## config.mk

```make
export PLATFORM = sky130hd
export DESIGN_NAME = dmem_arbiter_flat
export DESIGN_NICKNAME = d
export VERILOG_FILES = /design/src/rtl/cpu_pkg.sv /design/src/rtl/dmem_arbiter_if.sv /design/src/rtl/sat_counter.sv /design/src/rtl/dmem_arbiter.sv /design/src/flat_wrapper.sv
export SDC_FILE = /design/constraint.sdc
export NUM_CORES = 1
export LEC_CHECK = 0
export BUFFER_PORTS_ARGS = -buffer_cell sky130_fd_sc_hd__buf_4
export CORE_AREA = 2 2 77 79
export CTS_CLUSTER_DIAMETER = 60
export CTS_CLUSTER_SIZE = 40
export DETAILED_ROUTE_END_ITERATION = 8
export DIE_AREA = 0 0 79 81
export GPL_TIMING_DRIVEN = 0
export PLACE_DENSITY = 0.64
export SETUP_SLACK_MARGIN = 0.15
export SLEW_MARGIN = 15
export SYNTH_ARGS = -nofsm -noshare
export SYNTH_HDL_FRONTEND = slang
export SYNTH_SLANG_ARGS = --single-unit
```

## constraint.sdc

```tcl
create_clock -name clk -period 4.8 [get_ports clk]
set_clock_uncertainty 0.15 [all_clocks]
set_input_delay 0.72 -clock clk [delete_from_list [all_inputs] [get_ports clk]]
set_output_delay 0.72 -clock clk [all_outputs]
set_load 0.02 [all_outputs]
```

## src/rtl/cpu_pkg.sv

```systemverilog
// Shared CPU definitions: data RAM geometry and the data-memory arbiter state encoding.
package cpu_pkg;

  localparam int CPU_AW = 10;
  localparam int CPU_DW = 32;

  typedef enum logic [0:0] {
    NORMAL = 1'b0,
    LOCKED = 1'b1
  } arb_state_t;

  function automatic int cnt_width(input int max_val);
    return $clog2(max_val + 1);
  endfunction

endpackage

```

## src/rtl/dmem_arbiter_if.sv

```systemverilog
// Bus bundle between the CPU MEM stage, debug/loader port, data-memory arbiter and data RAM.
interface dmem_arbiter_if #(
  parameter int AW = cpu_pkg::CPU_AW,
  parameter int DW = cpu_pkg::CPU_DW
);

  logic          cpu_req;
  logic          cpu_str;
  logic [AW-1:0] cpu_addr;
  logic [DW-1:0] cpu_wdata;
  logic          cpu_ack;
  logic          cpu_stall;

  logic          dbg_req;
  logic          dbg_str;
  logic [AW-1:0] dbg_addr;
  logic [DW-1:0] dbg_wdata;
  logic          dbg_lock;
  logic          dbg_ack;

  logic [DW-1:0] rdata;
  logic [AW-1:0] ram_addr;
  logic [DW-1:0] ram_din;
  logic          ram_str;
  logic [DW-1:0] ram_dout;

  // Arbiter side.
  modport slave (
    input  cpu_req, cpu_str, cpu_addr, cpu_wdata,
    input  dbg_req, dbg_str, dbg_addr, dbg_wdata, dbg_lock,
    input  ram_dout,
    output cpu_ack, cpu_stall, dbg_ack, rdata,
    output ram_addr, ram_din, ram_str
  );

  // Requesters plus RAM side.
  modport master (
    output cpu_req, cpu_str, cpu_addr, cpu_wdata,
    output dbg_req, dbg_str, dbg_addr, dbg_wdata, dbg_lock,
    output ram_dout,
    input  cpu_ack, cpu_stall, dbg_ack, rdata,
    input  ram_addr, ram_din, ram_str
  );

endinterface

```

## src/rtl/sat_counter.sv

```systemverilog
// Saturating up-counter with synchronous clear (clear wins over increment).
module sat_counter #(
  parameter int unsigned   W   = 4,
  parameter logic [W-1:0]  MAX = '1
) (
  input  logic         clk,
  input  logic         reset,
  input  logic         i_clr,
  input  logic         i_inc,
  output logic [W-1:0] o_cnt
);

  logic [W-1:0] r_cnt;

  // Count register: holds at MAX once reached.
  always_ff @(posedge clk or posedge reset) begin
    if (reset) begin
      r_cnt <= '0;
    end else if (i_clr) begin
      r_cnt <= '0;
    end else if (i_inc && (r_cnt != MAX)) begin
      r_cnt <= r_cnt + {{(W-1){1'b0}}, 1'b1};
    end else begin
      r_cnt <= r_cnt;
    end
  end

  assign o_cnt = r_cnt;

endmodule

```

## src/rtl/dmem_arbiter.sv

```systemverilog
// CPU/debug arbiter for the single-port data RAM with starvation override and bounded debug burst lock.
// Optional DMEM_ARB_PERF_EN adds saturating stall and debug-grant counters.
module dmem_arbiter
  import cpu_pkg::*;
#(
  parameter int AW         = CPU_AW,
  parameter int DW         = CPU_DW,
  parameter int STARVE_MAX = 4,
  parameter int LOCK_MAX   = 8
) (
  input  logic          clk,
  input  logic          reset,
`ifdef DMEM_ARB_PERF_EN
  output logic [31:0]   cpu_stall_cnt,
  output logic [31:0]   dbg_grant_cnt,
`endif
  dmem_arbiter_if.slave bus
);

  localparam int WAIT_W = cnt_width(STARVE_MAX);
  localparam int LOCK_W = cnt_width(LOCK_MAX);
  localparam logic [WAIT_W-1:0] WAIT_MAX_C  = WAIT_W'(STARVE_MAX);
  localparam logic [LOCK_W-1:0] LOCK_MAX_C  = LOCK_W'(LOCK_MAX);
  localparam logic [LOCK_W-1:0] LOCK_LAST_C = LOCK_W'(LOCK_MAX - 1);

  arb_state_t        r_state;
  arb_state_t        w_state_nxt;
  logic [WAIT_W-1:0] w_wait_cnt;
  logic [LOCK_W-1:0] w_lock_cnt;
  logic              w_dbg_prio;
  logic              w_dbg_gnt;
  logic              w_cpu_gnt;
  logic              w_dbg_wait;
  logic              w_cpu_stall;
  logic [AW-1:0]     w_ram_addr;
  logic [DW-1:0]     w_ram_din;

  // Arbitration state register.
  always_ff @(posedge clk or posedge reset) begin
    if (reset) begin
      r_state <= NORMAL;
    end else begin
      r_state <= w_state_nxt;
    end
  end

  // Grant decision and next state; reset suppresses all grants so a pending store is dropped.
  always_comb begin
    w_dbg_prio  = 1'b0;
    w_dbg_gnt   = 1'b0;
    w_cpu_gnt   = 1'b0;
    w_state_nxt = NORMAL;
    case (r_state)
      NORMAL:  w_dbg_prio = (w_wait_cnt == WAIT_MAX_C);
      LOCKED:  w_dbg_prio = 1'b1;
      default: w_dbg_prio = 1'b0;
    endcase
    w_dbg_gnt = ~reset & bus.dbg_req & (w_dbg_prio | ~bus.cpu_req);
    w_cpu_gnt = ~reset & bus.cpu_req & ~w_dbg_gnt;
    case (r_state)
      NORMAL: begin
        if (w_dbg_gnt && bus.dbg_lock) w_state_nxt = LOCKED;
        else                           w_state_nxt = NORMAL;
      end
      LOCKED: begin
        // The grant that brings the burst to LOCK_MAX is the last locked one.
        if (w_dbg_gnt && bus.dbg_lock && (w_lock_cnt != LOCK_LAST_C)) w_state_nxt = LOCKED;
        else                                                            w_state_nxt = NORMAL;
      end
      default: w_state_nxt = NORMAL;
    endcase
  end

  assign w_dbg_wait  = bus.dbg_req & ~w_dbg_gnt;
  assign w_cpu_stall = bus.cpu_req & ~w_cpu_gnt;

  sat_counter #(.W(WAIT_W), .MAX(WAIT_MAX_C)) u_wait_cnt (
    .clk   (clk),
    .reset (reset),
    .i_clr (~w_dbg_wait),
    .i_inc (w_dbg_wait),
    .o_cnt (w_wait_cnt)
  );

  sat_counter #(.W(LOCK_W), .MAX(LOCK_MAX_C)) u_lock_cnt (
    .clk   (clk),
    .reset (reset),
    .i_clr (w_state_nxt == NORMAL),
    .i_inc (w_dbg_gnt),
    .o_cnt (w_lock_cnt)
  );

`ifdef DMEM_ARB_PERF_EN
  sat_counter #(.W(32), .MAX(32'hFFFF_FFFF)) u_stall_cnt (
    .clk   (clk),
    .reset (reset),
    .i_clr (1'b0),
    .i_inc (w_cpu_stall),
    .o_cnt (cpu_stall_cnt)
  );

  sat_counter #(.W(32), .MAX(32'hFFFF_FFFF)) u_dbg_grant_cnt (
    .clk   (clk),
    .reset (reset),
    .i_clr (1'b0),
    .i_inc (w_dbg_gnt),
    .o_cnt (dbg_grant_cnt)
  );
`endif

  assign w_ram_addr = w_dbg_gnt ? bus.dbg_addr  : bus.cpu_addr;
  assign w_ram_din  = w_dbg_gnt ? bus.dbg_wdata : bus.cpu_wdata;

  assign bus.cpu_ack   = w_cpu_gnt;
  assign bus.cpu_stall = w_cpu_stall;
  assign bus.dbg_ack   = w_dbg_gnt;
  assign bus.rdata     = bus.ram_dout;
  assign bus.ram_addr  = w_ram_addr;
  assign bus.ram_din   = w_ram_din;
  assign bus.ram_str   = (w_cpu_gnt & bus.cpu_str) | (w_dbg_gnt & bus.dbg_str);

endmodule

```

## src/flat_wrapper.sv

```systemverilog
// flat-port wrapper written by rule: the top's interface ports become plain ports
module dmem_arbiter_flat import cpu_pkg::*;
#(
  parameter int AW         = CPU_AW,
  parameter int DW         = CPU_DW,
  parameter int STARVE_MAX = 4,
  parameter int LOCK_MAX   = 8
)
  (clk, reset, bus_cpu_req, bus_cpu_str, bus_cpu_addr, bus_cpu_wdata, bus_dbg_req, bus_dbg_str, bus_dbg_addr, bus_dbg_wdata, bus_dbg_lock, bus_ram_dout, bus_cpu_ack, bus_cpu_stall, bus_dbg_ack, bus_rdata, bus_ram_addr, bus_ram_din, bus_ram_str);
  dmem_arbiter_if #(.AW(AW), .DW(DW)) bus_i ();
  input  logic clk;
  input  logic reset;
  input wire logic [$bits(bus_i.cpu_req)-1:0] bus_cpu_req;
  input wire logic [$bits(bus_i.cpu_str)-1:0] bus_cpu_str;
  input wire logic [$bits(bus_i.cpu_addr)-1:0] bus_cpu_addr;
  input wire logic [$bits(bus_i.cpu_wdata)-1:0] bus_cpu_wdata;
  input wire logic [$bits(bus_i.dbg_req)-1:0] bus_dbg_req;
  input wire logic [$bits(bus_i.dbg_str)-1:0] bus_dbg_str;
  input wire logic [$bits(bus_i.dbg_addr)-1:0] bus_dbg_addr;
  input wire logic [$bits(bus_i.dbg_wdata)-1:0] bus_dbg_wdata;
  input wire logic [$bits(bus_i.dbg_lock)-1:0] bus_dbg_lock;
  input wire logic [$bits(bus_i.ram_dout)-1:0] bus_ram_dout;
  output wire logic [$bits(bus_i.cpu_ack)-1:0] bus_cpu_ack;
  output wire logic [$bits(bus_i.cpu_stall)-1:0] bus_cpu_stall;
  output wire logic [$bits(bus_i.dbg_ack)-1:0] bus_dbg_ack;
  output wire logic [$bits(bus_i.rdata)-1:0] bus_rdata;
  output wire logic [$bits(bus_i.ram_addr)-1:0] bus_ram_addr;
  output wire logic [$bits(bus_i.ram_din)-1:0] bus_ram_din;
  output wire logic [$bits(bus_i.ram_str)-1:0] bus_ram_str;
  assign bus_i.cpu_req = bus_cpu_req;
  assign bus_i.cpu_str = bus_cpu_str;
  assign bus_i.cpu_addr = bus_cpu_addr;
  assign bus_i.cpu_wdata = bus_cpu_wdata;
  assign bus_i.dbg_req = bus_dbg_req;
  assign bus_i.dbg_str = bus_dbg_str;
  assign bus_i.dbg_addr = bus_dbg_addr;
  assign bus_i.dbg_wdata = bus_dbg_wdata;
  assign bus_i.dbg_lock = bus_dbg_lock;
  assign bus_i.ram_dout = bus_ram_dout;
  assign bus_cpu_ack = bus_i.cpu_ack;
  assign bus_cpu_stall = bus_i.cpu_stall;
  assign bus_dbg_ack = bus_i.dbg_ack;
  assign bus_rdata = bus_i.rdata;
  assign bus_ram_addr = bus_i.ram_addr;
  assign bus_ram_din = bus_i.ram_din;
  assign bus_ram_str = bus_i.ram_str;
  dmem_arbiter #(.AW(AW), .DW(DW), .STARVE_MAX(STARVE_MAX), .LOCK_MAX(LOCK_MAX)) u_core (.clk(clk), .reset(reset), .bus(bus_i));
endmodule
```

==> out/metrics.yaml, run 1 <==
run_status:
  outcome: "complete, no violations"
clocking:
  post_cts_buffers: 0
  clockRootBuffer: "clkbuf_8"
  htree_levels: 1
  clk_pin_slew_ps: 40
  cts.sinks: 8
  cts_made_buffers: 3
  cts_tree: "done"
  clock_latency_ps: 230
  cts_hold_buf: 0
  cts_resized: 0
  clockBufferDepth: 2
timing:
  period_share_pct: 63.38
  holdWs_ps: 324.1
  rsz0062_at_grt: "no"
  slew_viol_final: 0
  maxSlewHeadroom_pct: 73.14
  setup_viol: 0
  fmax_mhz: 328.7
  final_hold_viol_count: 0
  fin_setup_tns_ps: 0
  worstMarginPinSlew_ps: 402.5
  fin_crit_ps: 3042
floorplan:
  initial_core_util_pct: 21.96
  ioPinCount: 201
  dieArea_um2: 6399
  die_w_um: 79
  fp.coreArea_um2: 5675
  dieHeight_um: 81
  rows: 28
logic_synthesis:
  syn_inst: 127
  synth_cell_types: 25
  syn_area_per_cell_um2: 9.813
  netlist_area_um2: 1246
  synth_warnings: 0
  ys_seq_area_share_pct: 16.06
  synth_seq_cells: 8
  syn-num-nets: 254
setup_path:
  path_max_fanout: 10
  crit_arrival_ps: 2170
  cp-start-kind: "flip-flop"
  critPathKind: "reg2out"
  critPathCaptureType: "output pin"
  worstPathRequired_ps: 3930
placed_design:
  place_congestion: 0.7100
  hpwl_um: 4029
  dp.cells: 370
  io_buffers: 168
layout:
  stdcell_count: 373
  nets: 427
  antennaDiodeCount: 0
  area_delta_synth_final_pct: 112.0
  final_cell_mix: "buf_4, mux2_2, dfrtp_1, inv_1"
  seq_area_um2: 200.2
  drive_above_1_share_pct: 84.90
  final_core_util_pct: 46.56
  multiInputGateArea_um2: 730.7
  fillCellCount: 559
  layout_commonest_cell: "buf_4"
global_routing:
  grt_max_degree: 11
  grt_pass1_wl_um: 6106
  grt_pass1_vias: 1420
  grt.total_usage_pct: 11.84
  grt_antenna_before_repair: 0
  grt_overflow: 0
detailed_routing:
  vias: 1515
  drt_pass1_iterations: 4
  wl_per_cell_um: 12.11
  drtIter0Drc: 29
  drc: 0
  vias_per_cell: 4.062
  antenna_left: 0
  totalWireLength_um: 4516
run:
  drv_cap: 0
power:
  power.total_mw: 0.4130
  power.leakage_nw: 1.421
  ir_drop_uv: 70.46
  powerDensity_nw_per_um2: 156.3
hold_path:
  hold_path.class: "in2async"
[final timing paths]
kind	from	end	slack, ps	cells past startpoint
worst max-delay path	u_core.u_wait_cnt.o_cnt[0]$_DFFE_PP0P_	bus_ram_addr[4]	1760	9
worst min-delay path	reset	u_core.r_state$_DFF_PP0_	320	2
worst max register to register	u_core.u_wait_cnt.o_cnt[0]$_DFFE_PP0P_	u_core.u_wait_cnt.o_cnt[1]$_DFFE_PP0P_	2930	8
worst min register to register	u_core.u_lock_cnt.o_cnt[3]$_DFFE_PP0P_	u_core.u_lock_cnt.o_cnt[3]$_DFFE_PP0P_	410	2
max in group asynchronous	reset	u_core.u_lock_cnt.o_cnt[0]$_DFFE_PP0P_	3920	2
min in group clk	u_core.u_lock_cnt.o_cnt[3]$_DFFE_PP0P_	u_core.u_lock_cnt.o_cnt[3]$_DFFE_PP0P_	410	2
[worst max-delay path, cell delays in order (launching register included)]
cell and delay, ps:
dfrtp_1 370, inv_1 100, ha_1 160, and2_4 130, buf_6 100, o21a_1 250
buf_6 190, buf_6 160, mux2_4 310, buf_4 160
[cells in the mapped netlist (all sizes together)]
master   count  area, um2
o21a         2      15.01
nor2         4      15.01
ha           4      50.05
xor2         2      17.52
mux2i        2      20.02
nand2        1      3.750
xnor2        2      17.52
buf         38      289.0
and2         1      8.760
dfrtp        8      200.2
mux2        43      499.2
nand2b       1      6.260
nor3         3      15.01
nand3b       2      15.01
inv          7      26.28
nor3b        1      7.510
nand3        1      5.000
nor2b        1      6.260
o21ai        1      5.000
nand4b       1      8.760
o2111ai      1      8.760
and3         1      6.260
[kinds of logic (layout without fill, tap and decap cells)]
logic type | Yosys count | after routing | synth area share (%)
buffers and inverters | 45 | 216 | 25.30
adders and majority gates | 4 | 4 | 4.016
and+or+nand+nor | 17 | 17 | 7.831
AOI/OAI and AO/OA | 4 | 4 | 2.309
DFF | 8 | 8 | 16.06
xor gates and xnor gates | 4 | 4 | 2.812
muxes | 45 | 45 | 41.67
[area by class of cell]
| type | count | share of cell area (%) |
|---|---|---|
| buffer | 38 | 10.94 |
| clock buffer | 3 | 1.563 |
| inverter | 7 | 0.9943 |
| multi-input combinational | 74 | 27.65 |
| sequential | 8 | 7.576 |
| tap | 75 | 3.551 |
| timing repair buffer | 168 | 47.73 |
[through the flow]
| step | worst slack (ps) | area [um2] |
|---|---|---|
| 3_3_place_gp | 1831 | 2601 |
| 5_1_grt | 1624 | 2643 |
| 3_5_place_dp | 1817 | 2601 |
| 2_1_floorplan | 2079 | 1246 |
| 4_1_cts | 1721 | 2643 |
| 6_report | 1758 | 2643 |
[metal layers]
metal / up-vias / GRT usage, % / wire (um)
met5: - / 0 / 0
met4: 0 / 3.621 / 38
met3: 4 / 4.444 / 633
met2: 114 / 23.56 / 2384
met1: 654 / 11.18 / 1461
li1: 743 / - / -
[power breakdown]
part           internal [mW]  total [mW]  switching (mW)
Clock                 0.0542      0.0796          0.0253
Sequential            0.0709      0.0732         0.00225
Combinational          0.150       0.260           0.110
Total                  0.276       0.413           0.137
[registers in the layout (all words and copies together), names as in the netlist]
name and count:
u_core.u_lock_cnt.o_cnt 4, u_core.u_wait_cnt.o_cnt 3, u_core.r_state 1
(Power assumes the default switching activity.)
==> run 2: changes to the inputs <==
Settings changed: PLACE_DENSITY 0.64 to 0.66.
Clock period 4.8 ns to 2.7 ns, I/O delays scaled along.
==> out/metrics.yaml, run 2 (same netlist as run 1, synthesis figures left out) <==
power:
  ir_drop_uv: 120.3  # +71%
  power.total_mw: 0.7767  # +88%
  power.leakage_nw: 1.483  # +4.3%
  powerDensity_nw_per_um2: 278.8  # +78%
detailed_routing:
  drc: 0  # unchanged
  totalWireLength_um: 4776  # +5.8%
  wl_per_cell_um: 12.54  # +3.5%
  drtIter0Drc: 34  # +17%
  antenna_left: 0  # unchanged
  vias: 1538  # +1.5%
  drt_pass1_iterations: 4  # unchanged
  vias_per_cell: 4.037  # -0.61%
layout:
  layout_commonest_cell: "buf_4"
  final_core_util_pct: 49.10  # +2.5 points
  fillCellCount: 563  # +0.72%
  antennaDiodeCount: 0  # unchanged
  stdcell_count: 381  # +2.1%
  largest_reg_flops: 4  # unchanged
  final_cell_mix: "buf_4, mux2_2, buf_6, dfrtp_1, inv_1"
  area_delta_synth_final_pct: 123.6
  nets: 435  # +1.9%
  drive_above_1_share_pct: 86.93  # +2.0 points
clocking:
  clk_pin_slew_ps: 50  # about the same
  clockRootBuffer: "clkbuf_8"
  cts_tree: "done"
  clock_latency_ps: 230  # about the same
  cts.sinks: 8  # unchanged
  cts_hold_buf: 0  # unchanged
  clockBufferDepth: 2  # unchanged
  htree_levels: 1  # unchanged
  cts_made_buffers: 3  # unchanged
setup_path:
  worst-r2r-setup-slack_ps: 860  # -2070 ps
  rr_endpoint: "u_core.u_wait_cnt.o_cnt[0]$_DFFE_PP0P_"
  critPathCaptureType: "output pin"
  cp-start-kind: "flip-flop"
  crit_arrival_ps: 1950  # -220 ps
  r2r_cells: 9  # +1
  critPathKind: "reg2out"
  reg2reg_from: "u_core.u_wait_cnt.o_cnt[0]$_DFFE_PP0P_"
  path_max_fanout: 8  # -2
  worstPathRequired_ps: 2140  # -1790 ps
placed_design:
  place_congestion: 0.7455  # +5.0%
  dp.cells: 370  # unchanged
  io_buffers: 168  # unchanged
  hpwl_um: 4143  # +2.8%
timing:
  setup_viol: 0  # unchanged
  period_share_pct: 92.61
  holdWs_ps: 18.95  # -305.2 ps
  final_hold_viol_count: 0  # unchanged
  maxSlewHeadroom_pct: 68.81  # -4.3 points
  fin_crit_ps: 2501
  rsz0062_at_grt: "yes"
  slew_viol_final: 0  # unchanged
  worstMarginPinSlew_ps: 467.4  # +64.99 ps
  fin_setup_tns_ps: 0  # unchanged
  fmax_mhz: 399.9
floorplan:
  fp.coreArea_um2: 5675  # unchanged
  dieArea_um2: 6399  # unchanged
  rows: 28  # unchanged
  dieHeight_um: 81  # unchanged
  ioPinCount: 201  # unchanged
  initial_core_util_pct: 21.96  # unchanged
  die_w_um: 79  # unchanged
hold_path:
  hold_path.class: "in2async"
global_routing:
  grt_antenna_before_repair: 0  # unchanged
  grt_pass1_vias: 1533  # +8.0%
  grt_pass1_wl_um: 6782  # +11%
  grt.total_usage_pct: 13.15  # +1.3 points
  grt_max_degree: 11  # unchanged
  grt_overflow: 0  # unchanged
run_status:
  outcome: "complete, no violations"
run:
  drv_cap: 0  # unchanged
==> run 2: final cells by class <==
class,count,area (um2),share of cell area [%]
plain buffers,38,312.8,11.23
clock buffers,3,41.29,1.482
inverters,7,26.28,0.9430
multi-input cells,74,755.7,27.12
flip-flops and latches,8,200.2,7.185
well taps,75,93.84,3.368
repair buffers,176,1356,48.68
==> run 2: metal layers <==
metal / share of wire, % / track usage, %
met1: 35 / 14.79
met2: 50 / 22.54
met3: 14 / 5.667
met4: 1.2 / 4.138
met5: 0 / 0
==> run 2: timing repair <==
| item | 4_1_cts | 5_1_grt |
|---|---|---|
| setup endpoints to repair | 45 | 44 |
| buffers inserted | 3 | 5 |
| resized for setup | 11 | 9 |
| pin swaps | 1 | 1 |
==> run 2: report_power, final <==
part	switching, mW	total, mW	internal (mW)
Clock	0.0533	0.151	0.0972
Sequential	0.00391	0.130	0.126
Combinational	0.203	0.496	0.293
==> run 2: worst max-delay path by stage <==
stage	startpoint	end	slack [ps]	cells after the start
after floorplan	u_core.u_wait_cnt.o_cnt[0]$_DFFE_PP0P_	bus_cpu_ack	290	8
after global placement	u_core.u_wait_cnt.o_cnt[0]$_DFFE_PP0P_	bus_ram_din[24]	230	8
after detailed placement	u_core.u_wait_cnt.o_cnt[0]$_DFFE_PP0P_	bus_ram_din[21]	190	8
after CTS	u_core.u_wait_cnt.o_cnt[0]$_DFFE_PP0P_	bus_ram_din[21]	150	8
after global routing	u_core.u_wait_cnt.o_cnt[0]$_DFFE_PP0P_	bus_ram_addr[7]	140	9
final	u_core.u_wait_cnt.o_cnt[0]$_DFFE_PP0P_	bus_ram_addr[7]	200	9
==> run 2: worst max-delay path, cell delays in order, from the launching register on <==
cell     delay [ps]
dfrtp_1         350
inv_2            60
ha_4            150
and2_4          130
buf_6           110
o21a_4          220
buf_8           130
buf_12          130
mux2_4          300
buf_6           130
==> run 2: stage by stage <==
| step | cell area, um2 | setup slack, ps |
|---|---|---|
| 2_1_floorplan | 1246 | 293.5 |
| 3_3_place_gp | 2601 | 234.2 |
| 3_5_place_dp | 2601 | 193.3 |
| 4_1_cts | 2714 | 150.2 |
| 5_1_grt | 2786 | 143.7 |
| 6_report | 2786 | 199.5 |
